[src/rtl/cryptkey_bus_pkg.sv]
// rtl/cryptkey_bus_pkg.sv - shared bus guard types and constants
package cryptkey_bus_pkg;

  typedef enum logic [1:0] {
    ST_IDLE = 2'h0,
    ST_REQ  = 2'h1,
    ST_RESP = 2'h2
  } guard_state_e;

  // All-zero word decodes as an illegal instruction on RV32, so a hung fetch traps.
  localparam logic [31:0] ILLEGAL_INSTRUCTION = 32'h0000_0000;

  localparam int DEFAULT_TIMEOUT_CYCLES = 256;

endpackage

[src/rtl/mem_bus_guard.sv]
// rtl/mem_bus_guard.sv - registered request/response guard with timeout termination and logging
module mem_bus_guard
  import cryptkey_bus_pkg::*;
#(
  parameter int          TIMEOUT_CYCLES = DEFAULT_TIMEOUT_CYCLES,
  parameter int          CNT_WIDTH      = 8,
  parameter logic [31:0] TIMEOUT_RDATA  = ILLEGAL_INSTRUCTION
) (
  input  logic        clk,
  input  logic        reset_n,
  input  logic        cpu_valid,
  input  logic        cpu_instr,
  input  logic [31:0] cpu_addr,
  input  logic [31:0] cpu_wdata,
  input  logic [3:0]  cpu_wstrb,
  output logic        cpu_ready,
  output logic [31:0] cpu_rdata,
  output logic        tgt_valid,
  output logic        tgt_instr,
  output logic [31:0] tgt_addr,
  output logic [31:0] tgt_wdata,
  output logic [3:0]  tgt_wstrb,
  input  logic        tgt_ready,
  input  logic [31:0] tgt_rdata,
  output logic        tgt_abort,
  input  logic        err_clear,
  output logic [7:0]  err_count,
  output logic [31:0] err_addr
);

  localparam logic [CNT_WIDTH-1:0] CNT_LAST = CNT_WIDTH'(TIMEOUT_CYCLES - 1);

  guard_state_e         state_q, state_d;
  logic [CNT_WIDTH-1:0] cnt_q, cnt_d;
  logic                 tgt_valid_q, tgt_valid_d;
  logic                 tgt_instr_q, tgt_instr_d;
  logic [31:0]          tgt_addr_q, tgt_addr_d;
  logic [31:0]          tgt_wdata_q, tgt_wdata_d;
  logic [3:0]           tgt_wstrb_q, tgt_wstrb_d;
  logic                 cpu_ready_q, cpu_ready_d;
  logic [31:0]          cpu_rdata_q, cpu_rdata_d;
  logic                 tgt_abort_q, tgt_abort_d;
  logic [7:0]           err_count_q, err_count_d;
  logic [31:0]          err_addr_q, err_addr_d;
  logic                 timeout_hit;

  always_comb begin
    state_d     = state_q;
    cnt_d       = cnt_q;
    tgt_valid_d = 1'b0;
    tgt_instr_d = tgt_instr_q;
    tgt_addr_d  = tgt_addr_q;
    tgt_wdata_d = tgt_wdata_q;
    tgt_wstrb_d = tgt_wstrb_q;
    cpu_ready_d = 1'b0;
    cpu_rdata_d = cpu_rdata_q;
    tgt_abort_d = 1'b0;
    timeout_hit = 1'b0;

    case (state_q)
      ST_IDLE: begin
        if (cpu_valid) begin
          tgt_instr_d = cpu_instr;
          tgt_addr_d  = cpu_addr;
          tgt_wdata_d = cpu_wdata;
          tgt_wstrb_d = cpu_wstrb;
          cnt_d       = '0;
          tgt_valid_d = 1'b1;
          state_d     = ST_REQ;
        end
      end
      ST_REQ: begin
        // A core answering in the last allowed cycle beats the timeout.
        if (tgt_ready) begin
          cpu_rdata_d = tgt_rdata;
          cpu_ready_d = 1'b1;
          state_d     = ST_RESP;
        end else if (cnt_q == CNT_LAST) begin
          cpu_rdata_d = TIMEOUT_RDATA;
          cpu_ready_d = 1'b1;
          tgt_abort_d = 1'b1;
          timeout_hit = 1'b1;
          state_d     = ST_RESP;
        end else begin
          cnt_d       = cnt_q + 1'b1;
          tgt_valid_d = 1'b1;
        end
      end
      ST_RESP: begin
        state_d = ST_IDLE;
      end
      default: begin
        state_d = ST_IDLE;
      end
    endcase
  end

  always_comb begin
    err_count_d = err_count_q;
    err_addr_d  = err_addr_q;
    if (timeout_hit) begin
      err_addr_d = tgt_addr_q;
      if (err_clear) begin
        err_count_d = 8'h01;
      end else if (err_count_q != 8'hff) begin
        err_count_d = err_count_q + 8'h01;
      end
    end else if (err_clear) begin
      err_count_d = 8'h00;
      err_addr_d  = 32'h0;
    end
  end

  always_ff @(posedge clk or negedge reset_n) begin
    if (!reset_n) begin
      state_q     <= ST_IDLE;
      cnt_q       <= '0;
      tgt_valid_q <= 1'b0;
      tgt_instr_q <= 1'b0;
      tgt_addr_q  <= 32'h0;
      tgt_wdata_q <= 32'h0;
      tgt_wstrb_q <= 4'h0;
      cpu_ready_q <= 1'b0;
      cpu_rdata_q <= 32'h0;
      tgt_abort_q <= 1'b0;
      err_count_q <= 8'h00;
      err_addr_q  <= 32'h0;
    end else begin
      state_q     <= state_d;
      cnt_q       <= cnt_d;
      tgt_valid_q <= tgt_valid_d;
      tgt_instr_q <= tgt_instr_d;
      tgt_addr_q  <= tgt_addr_d;
      tgt_wdata_q <= tgt_wdata_d;
      tgt_wstrb_q <= tgt_wstrb_d;
      cpu_ready_q <= cpu_ready_d;
      cpu_rdata_q <= cpu_rdata_d;
      tgt_abort_q <= tgt_abort_d;
      err_count_q <= err_count_d;
      err_addr_q  <= err_addr_d;
    end
  end

  assign cpu_ready = cpu_ready_q;
  assign cpu_rdata = cpu_rdata_q;
  assign tgt_valid = tgt_valid_q;
  assign tgt_instr = tgt_instr_q;
  assign tgt_addr  = tgt_addr_q;
  assign tgt_wdata = tgt_wdata_q;
  assign tgt_wstrb = tgt_wstrb_q;
  assign tgt_abort = tgt_abort_q;
  assign err_count = err_count_q;
  assign err_addr  = err_addr_q;

endmodule
[config.mk]
export PLATFORM = sky130hd
export DESIGN_NAME = mem_bus_guard
export DESIGN_NICKNAME = d
export VERILOG_FILES = /design/src/rtl/cryptkey_bus_pkg.sv /design/src/rtl/mem_bus_guard.sv
export SDC_FILE = /design/constraint.sdc
export NUM_CORES = 1
export LEC_CHECK = 0
export CAP_MARGIN = 25
export CORE_MARGIN = 5
export CORE_UTILIZATION = 43
export DETAILED_ROUTE_END_ITERATION = 7
export GPL_TIMING_DRIVEN = 0
export HOLD_SLACK_MARGIN = 0.05
export MAX_ROUTING_LAYER = met4
export PLACE_DENSITY = 0.89
export SETUP_SLACK_MARGIN = 0.02
export SLEW_MARGIN = 25
export SYNTH_ARGS = -nofsm -noshare
export SYNTH_HDL_FRONTEND = slang
export SYNTH_SLANG_ARGS = --single-unit
[constraint.sdc]
create_clock -name clk -period 2.2 [get_ports clk]
set_input_delay 0.44 -clock clk [delete_from_list [all_inputs] [get_ports clk]]
set_output_delay 0.44 -clock clk [all_outputs]
set_load 0.01 [all_outputs]
==> results.cfg, run 1 <==
[run_status]
status = finished clean

[drt]
first_iter_violations = 373
vias_per_cell = 5.25
drc = 0
firstDrtPassIters = 4
met1_length_um = 7010
vias = 4903
wl_per_cell_um = 19.1
dr_wl_met3_um = 1150
drt-total-wl_um = 17800
dr_wl_met2_um = 9080
antenna_left = 0
highest_layer = met4

[cells_and_area]
nFillCells = 965
regArea_mm2 = 0.00385
final_common_cell = clkdlybuf4s50_1
fin_util_pct = 68.7
syn_to_final_growth_pct = 56.2
diodes = 0
layout_common_cells = clkdlybuf4s50_1 (248), dfrtp_1 (154), mux2_2 (69), nand2_1 (68), a22o_1 (33)
nNetsFinal = 849
multiInputGateArea_mm2 = 0.00210
drive_gt1_share_pct = 17.0

[clock_tree]
numCtsBuffers = 17
cts_buffer_depth = 2
htree_levels = 4
holdBufCountCts = 1
insertion_delay_ns = 0.42
clkSlewWorstSetupHoldPaths_ns = 0.06
cts_setup_buffers = 0
cts_root_buf = clkbuf_16
cts_resized = 0
cts_tree = yes
cts_num_sinks = 154

[placed_design]
place_congestion = 0.891
numPortBuffers = 249
dp_slack_ns = -0.235
hpwl_um = 13200

[critical_path]
crit_fanout = 10
setup.worst_path.end_class = register
worstSetupPathType = reg -> reg
start_kind = register
crit_arrival_ns = 2.40
worstPathRequired_ns = 2.49

[timing]
finalHoldViolCount = 0
skew_ns = 0.00694
setup_ws_ns = 0.0911
setup_violations = 0
finalCriticalPeriod_ns = 2.11
relSlewSlack_pct = 60.8
slew_viol_final = 0
grt_setup_unrepaired = no
final.setup.tns_ns = 0
finalCritPeriodShare_pct = 95.9
worst_pin_slew_ns = 0.587
fmaxAchievable_ghz = 0.474

[synthesis]
ys_top_cells_by_area = dfrtp_1 (63%), mux2_2 (13%), a22o_1 (4.7%), nand2_1 (4.2%), nand3b_1 (3.9%)
ys_ff_latch = 154
syn_area_per_cell_um2 = 13.0
syn_nets = 579
syn_area_mm2 = 0.00611
synth_edf_count = 0
syn_inst = 471
ys.flop_type = dfrtp_1
synth_top_area_share_pct = 63.1
yosysTopAreaCell = dfrtp_1
yosysWarningCount = 0
async_flop_share_pct = 100
synth_seq_area_share_pct = 63.1
ys_types = 46

[die]
dieWidth_um = 129
die_h_um = 129
io_pins = 250
dieArea_mm2 = 0.0167
core_mm2 = 0.0139
initial_core_util_pct = 44.0
row_count = 43

[run]
max-cap-violations = 0

[global_route]
antenna_found_initial = 0
grt_usage_pct = 22.7
grt_pass1_vias = 5549
grt_pass1_wl_um = 28500
grt-ovfl-total = 0
grt_start_max_net_pins = 95

[power]
peakVddDrop_uv = 838
p_leak_nw = 4.18
power_density_mw_per_mm2 = 1190

[worst_hold_path]
hold_path.class = reg -> reg
==> sequential cells by signal, indices dropped and copies added, names as in the netlist <==
name,cells
tgt_instr,1
tgt_addr,32
err_addr,32
cpu_ready,1
tgt_wstrb,4
cnt_q,8
cpu_rdata,32
tgt_abort,1
err_count,8
tgt_valid,1
state_q,2
tgt_wdata,32
==> report_power, final <==
part	switching (mW)	total, mW	leakage [nW]	internal, mW
clock	1.16	3.25	0.320	2.08
combinational	1.42	3.77	1.93	2.35
sequential	0.594	4.31	1.94	3.71
==> final cells by class <==
type | instances | share of cell area (%)
repair buffers | 251 | 26.6
flip-flops and latches | 154 | 40.4
well taps | 180 | 2.36
plain buffers | 26 | 1.30
clock inverters | 13 | 2.28
clock buffers | 19 | 4.75
multi-input cells | 284 | 22.1
inverters | 7 | 0.275
==> stage by stage <==
step                      power, mW  instance area [um2]  hold WS (ns)  instances
final                          11.3                 9540         0.493        934
after global routing           11.9                 9540         0.518        934
after CTS                      11.4                 9540         0.500        934
after detailed placement       8.12                 8860         0.406        901
after global placement         7.97                 8830         0.482        900
after floorplan                5.72                 6110         0.144        471
==> synth_stat cells (2+ instances only) <==
library cell  instances
buf_2                15
o31ai_1               3
dfrtp_1             154
nor3_1                4
nand2_1              68
o21ai_0               6
a22o_1               33
nand3_1               6
and3_1                2
clkbuf_1             10
or4_1                 2
ha_1                  2
o21ai_1               2
a21oi_1               9
or2_2                 2
or3_1                 5
a31oi_1               3
nand4_1               4
mux2_2               69
inv_1                 7
nand3b_1             32
nor2_2                2
a21o_1                3
nor2_1                5
nand2b_1              2
==> critical path: stages (launching register included) <==
cell and delay [ns]:
dfrtp_1 0.44, nand2b_1 0.21, nor2_2 0.44, buf_2 0.38, nor2_2 0.14, a221o_1 0.36
==> cells by family after synthesis <==
logic type	Yosys count	synth area share, %
flip-flops	154	63.1
multiplexers	69	12.7
AO/OA/AOI/OAI	68	8.42
AND/OR/NAND/NOR	144	12.8
XOR/XNOR	1	0.143
buffers and inverters	33	2.46
adder cells (fa/ha/maj)	2	0.410
==> path summary, 6_finish.rpt <==
check | start | end | slack [ns] | cells after the start
min reg2reg | tgt_addr[28] | err_addr[28] | 0.49 | 2
min | tgt_addr[28] | err_addr[28] | 0.49 | 2
min in group asynchronous | reset_n | state_q[1] | 0.56 | 2
max reg2reg | state_q[1] | cnt_q[5] | 0.09 | 5
max in group asynchronous | reset_n | tgt_wdata[12] | 0.83 | 3
max | state_q[1] | cnt_q[5] | 0.09 | 5
==> metal layers <==
metal  global-route usage [%]  vias to the layer above
met2                     37.4                      208
met1                     26.2                     2435
met4                     10.3                        0
met3                     5.65                       35
met5                        -                        -
li1                         -                     2225
No activity file was read; power rests on OpenSTA's default activity.
==> run 2: changes to the inputs <==
--- a/config.mk
+++ b/config.mk
@@ -18,3 +18,4 @@
 export SYNTH_ARGS = -nofsm -noshare
 export SYNTH_HDL_FRONTEND = slang
 export SYNTH_SLANG_ARGS = --single-unit
+export TNS_END_PERCENT = 20
==> results of run 2 <==
The final DEF is identical to that of run 1; final timing and power are the same.
==> RTL change, RTL diff (flow settings as in run 2) <==
Make the reset (`reset_n`) synchronous in one clocked block.
--- a/src/rtl/mem_bus_guard.sv
+++ b/src/rtl/mem_bus_guard.sv
@@ -111,7 +111,7 @@
     end
   end
 
-  always_ff @(posedge clk or negedge reset_n) begin
+  always_ff @(posedge clk) begin
     if (!reset_n) begin
       state_q     <= ST_IDLE;
       cnt_q       <= '0;
Function: differs if reset_n is asserted again (counterexample within 4 cycles, from zero or initial values and one cycle with reset_n low); with reset_n held inactive, the same outputs for 4 cycles.
==> RTL change against run 2 <==
Sequential cell count unchanged; design area shrank 7.4%; first-iteration DRC count fell by 19%; worst setup slack got worse by 0.037 ns; wire length shrank 3.0%; synthesized area fell by 11%; clock skew shrank 0.0023 ns; via count increased by 6.0%; synthesized cell count up 19%; largest cell class unchanged.
Power is not compared: it rests on default switching activity, and its combinational part moved more than twofold at a synthesized area within 25%.
==> RTL change: results <==
[global_route]
grt_pass1_wl_um = 25880
use_met3_pct = 7.327
grt_max_degree = 17
grt_util_all_layers_pct = 22.95
grt_use_met2_pct = 38.47
use_met1_pct = 25.77

[synth]
synth_cells = 560
synth_adder_area_share_pct = 0.4592
synth_compound_area_share_pct = 24.71
async_reset_ff_share_pct = 0
synth_flop_cell = dfxtp_1
synth_area_per_cell_um2 = 9.730
synth_seq_area_share_pct = 56.58
synth_commonest_cells = 154 x dfxtp_1, 148 x nand2_1, 71 x a21boi_0
yosysUniqueCellTypes = 41
syn_nets = 668
synthTopCellsByArea = dfxtp_1 57%, a22o_1 10%, nand2_1 10%
yosysTopAreaCellShare_pct = 56.58
muxShareOfSynthArea_pct = 0.1837
yosys_warnings = 0
synth-xor-area-share_pct = 0

[finish]
multi_input_area_share_pct = 25.20
sh_seq_area_pct = 34.91
drive_gt1_share_pct = 5.226
clock_area_share_pct = 7.296
multi_input_cells = 365
nNetsFinal = 937
buf_share_pct = 30.12
nClkBuffers = 21
n_all_inverters = 1
n_fill_cell = 941
buffers_excl_clock = 290

[sta]
clock_skew_ns = 0.004668
worst_pin_slew_ns = 0.5343

[place]
placedCellCount = 981
place_area_mm2 = 0.008157
dp_slack_ns = -0.4819
port_buffers = 249
dp_hpwl_um = 12640
place.gp.congestion = 0.7998

[detailed_routing]
viasPerCell = 5.126
routed-via-count = 5198
drt-pass1-iter-count = 5
dr.first_iter.drc_count = 301
drt_wl_total_um = 17250

[worst_setup_path]
slowest_stage = or4_4
critPathArrivalTime_ns = 2.49
cpPeakStageDelay_ns = 0.57
cp_max_fo = 9

[status]
outcome = complete, no violations

[clock_network]
cts.sinks = 154
clockRootBuffer = clkbuf_16

[min_path]
hp-class = reg -> reg
==> RTL change: cell count changes after synthesis, moves of 6 or more <==
cell,change
inv_1,-6
nand2_1,+80
mux2_2,-69
a21boi_0,+71
clkbuf_1,+26
dfrtp_1,-154
dfxtp_1,+154
a22o_1,+31
buf_2,-11
nand3b_1,-31
==> RTL change: where the power goes <==
| part | leakage, µW | switching, µW | internal (µW) |
|---|---|---|---|
| Sequential | 0.00125 | 70.6 | 2900 |
| Clock | 0.000300 | 1130 | 2040 |
| Combinational | 0.00177 | 334 | 432 |
| Total | 0.00332 | 1530 | 5370 |
==> RTL change: final timing paths <==
path | cells after the start | slack [ns] | end | start
worst max register to register | 5 | 0.05 | err_count[4]$_SDFFE_PN0P_ | cnt_q[0]$_SDFFE_PN0P_
worst max-delay path | 5 | 0.05 | err_count[4]$_SDFFE_PN0P_ | cnt_q[0]$_SDFFE_PN0P_
worst min-delay path | 2 | 0.46 | tgt_wdata[17]$_SDFFE_PN0P_ | tgt_wdata[17]$_SDFFE_PN0P_
worst min register to register | 2 | 0.46 | tgt_wdata[17]$_SDFFE_PN0P_ | tgt_wdata[17]$_SDFFE_PN0P_
==> RTL change: repair_timing <==
item | 4_1_cts | 5_1_grt
pin swaps | 1 | 0
setup endpoints to repair | 42 | 28
endpoints found under the hold margin | 0 | 0
setup buffers | 1 | 0
gates resized for setup | 3 | 8
==> RTL change: worst max-delay path: cells and delay by family (launching register included) <==
kind | cells | cell delay [ns]
DFF | 1 | 0.42
and+or+nand+nor | 3 | 1.21
adders and majority gates | 1 | 0.30
AOI/OAI and AO/OA | 1 | 0.15
==> RTL change: routing by layer <==
metal  up-vias  share of wire [%]
li1       2513                  -
met1      2402                 40
met2       257                 49
met3        26                9.3
met4         0                1.6
met5         -                  0
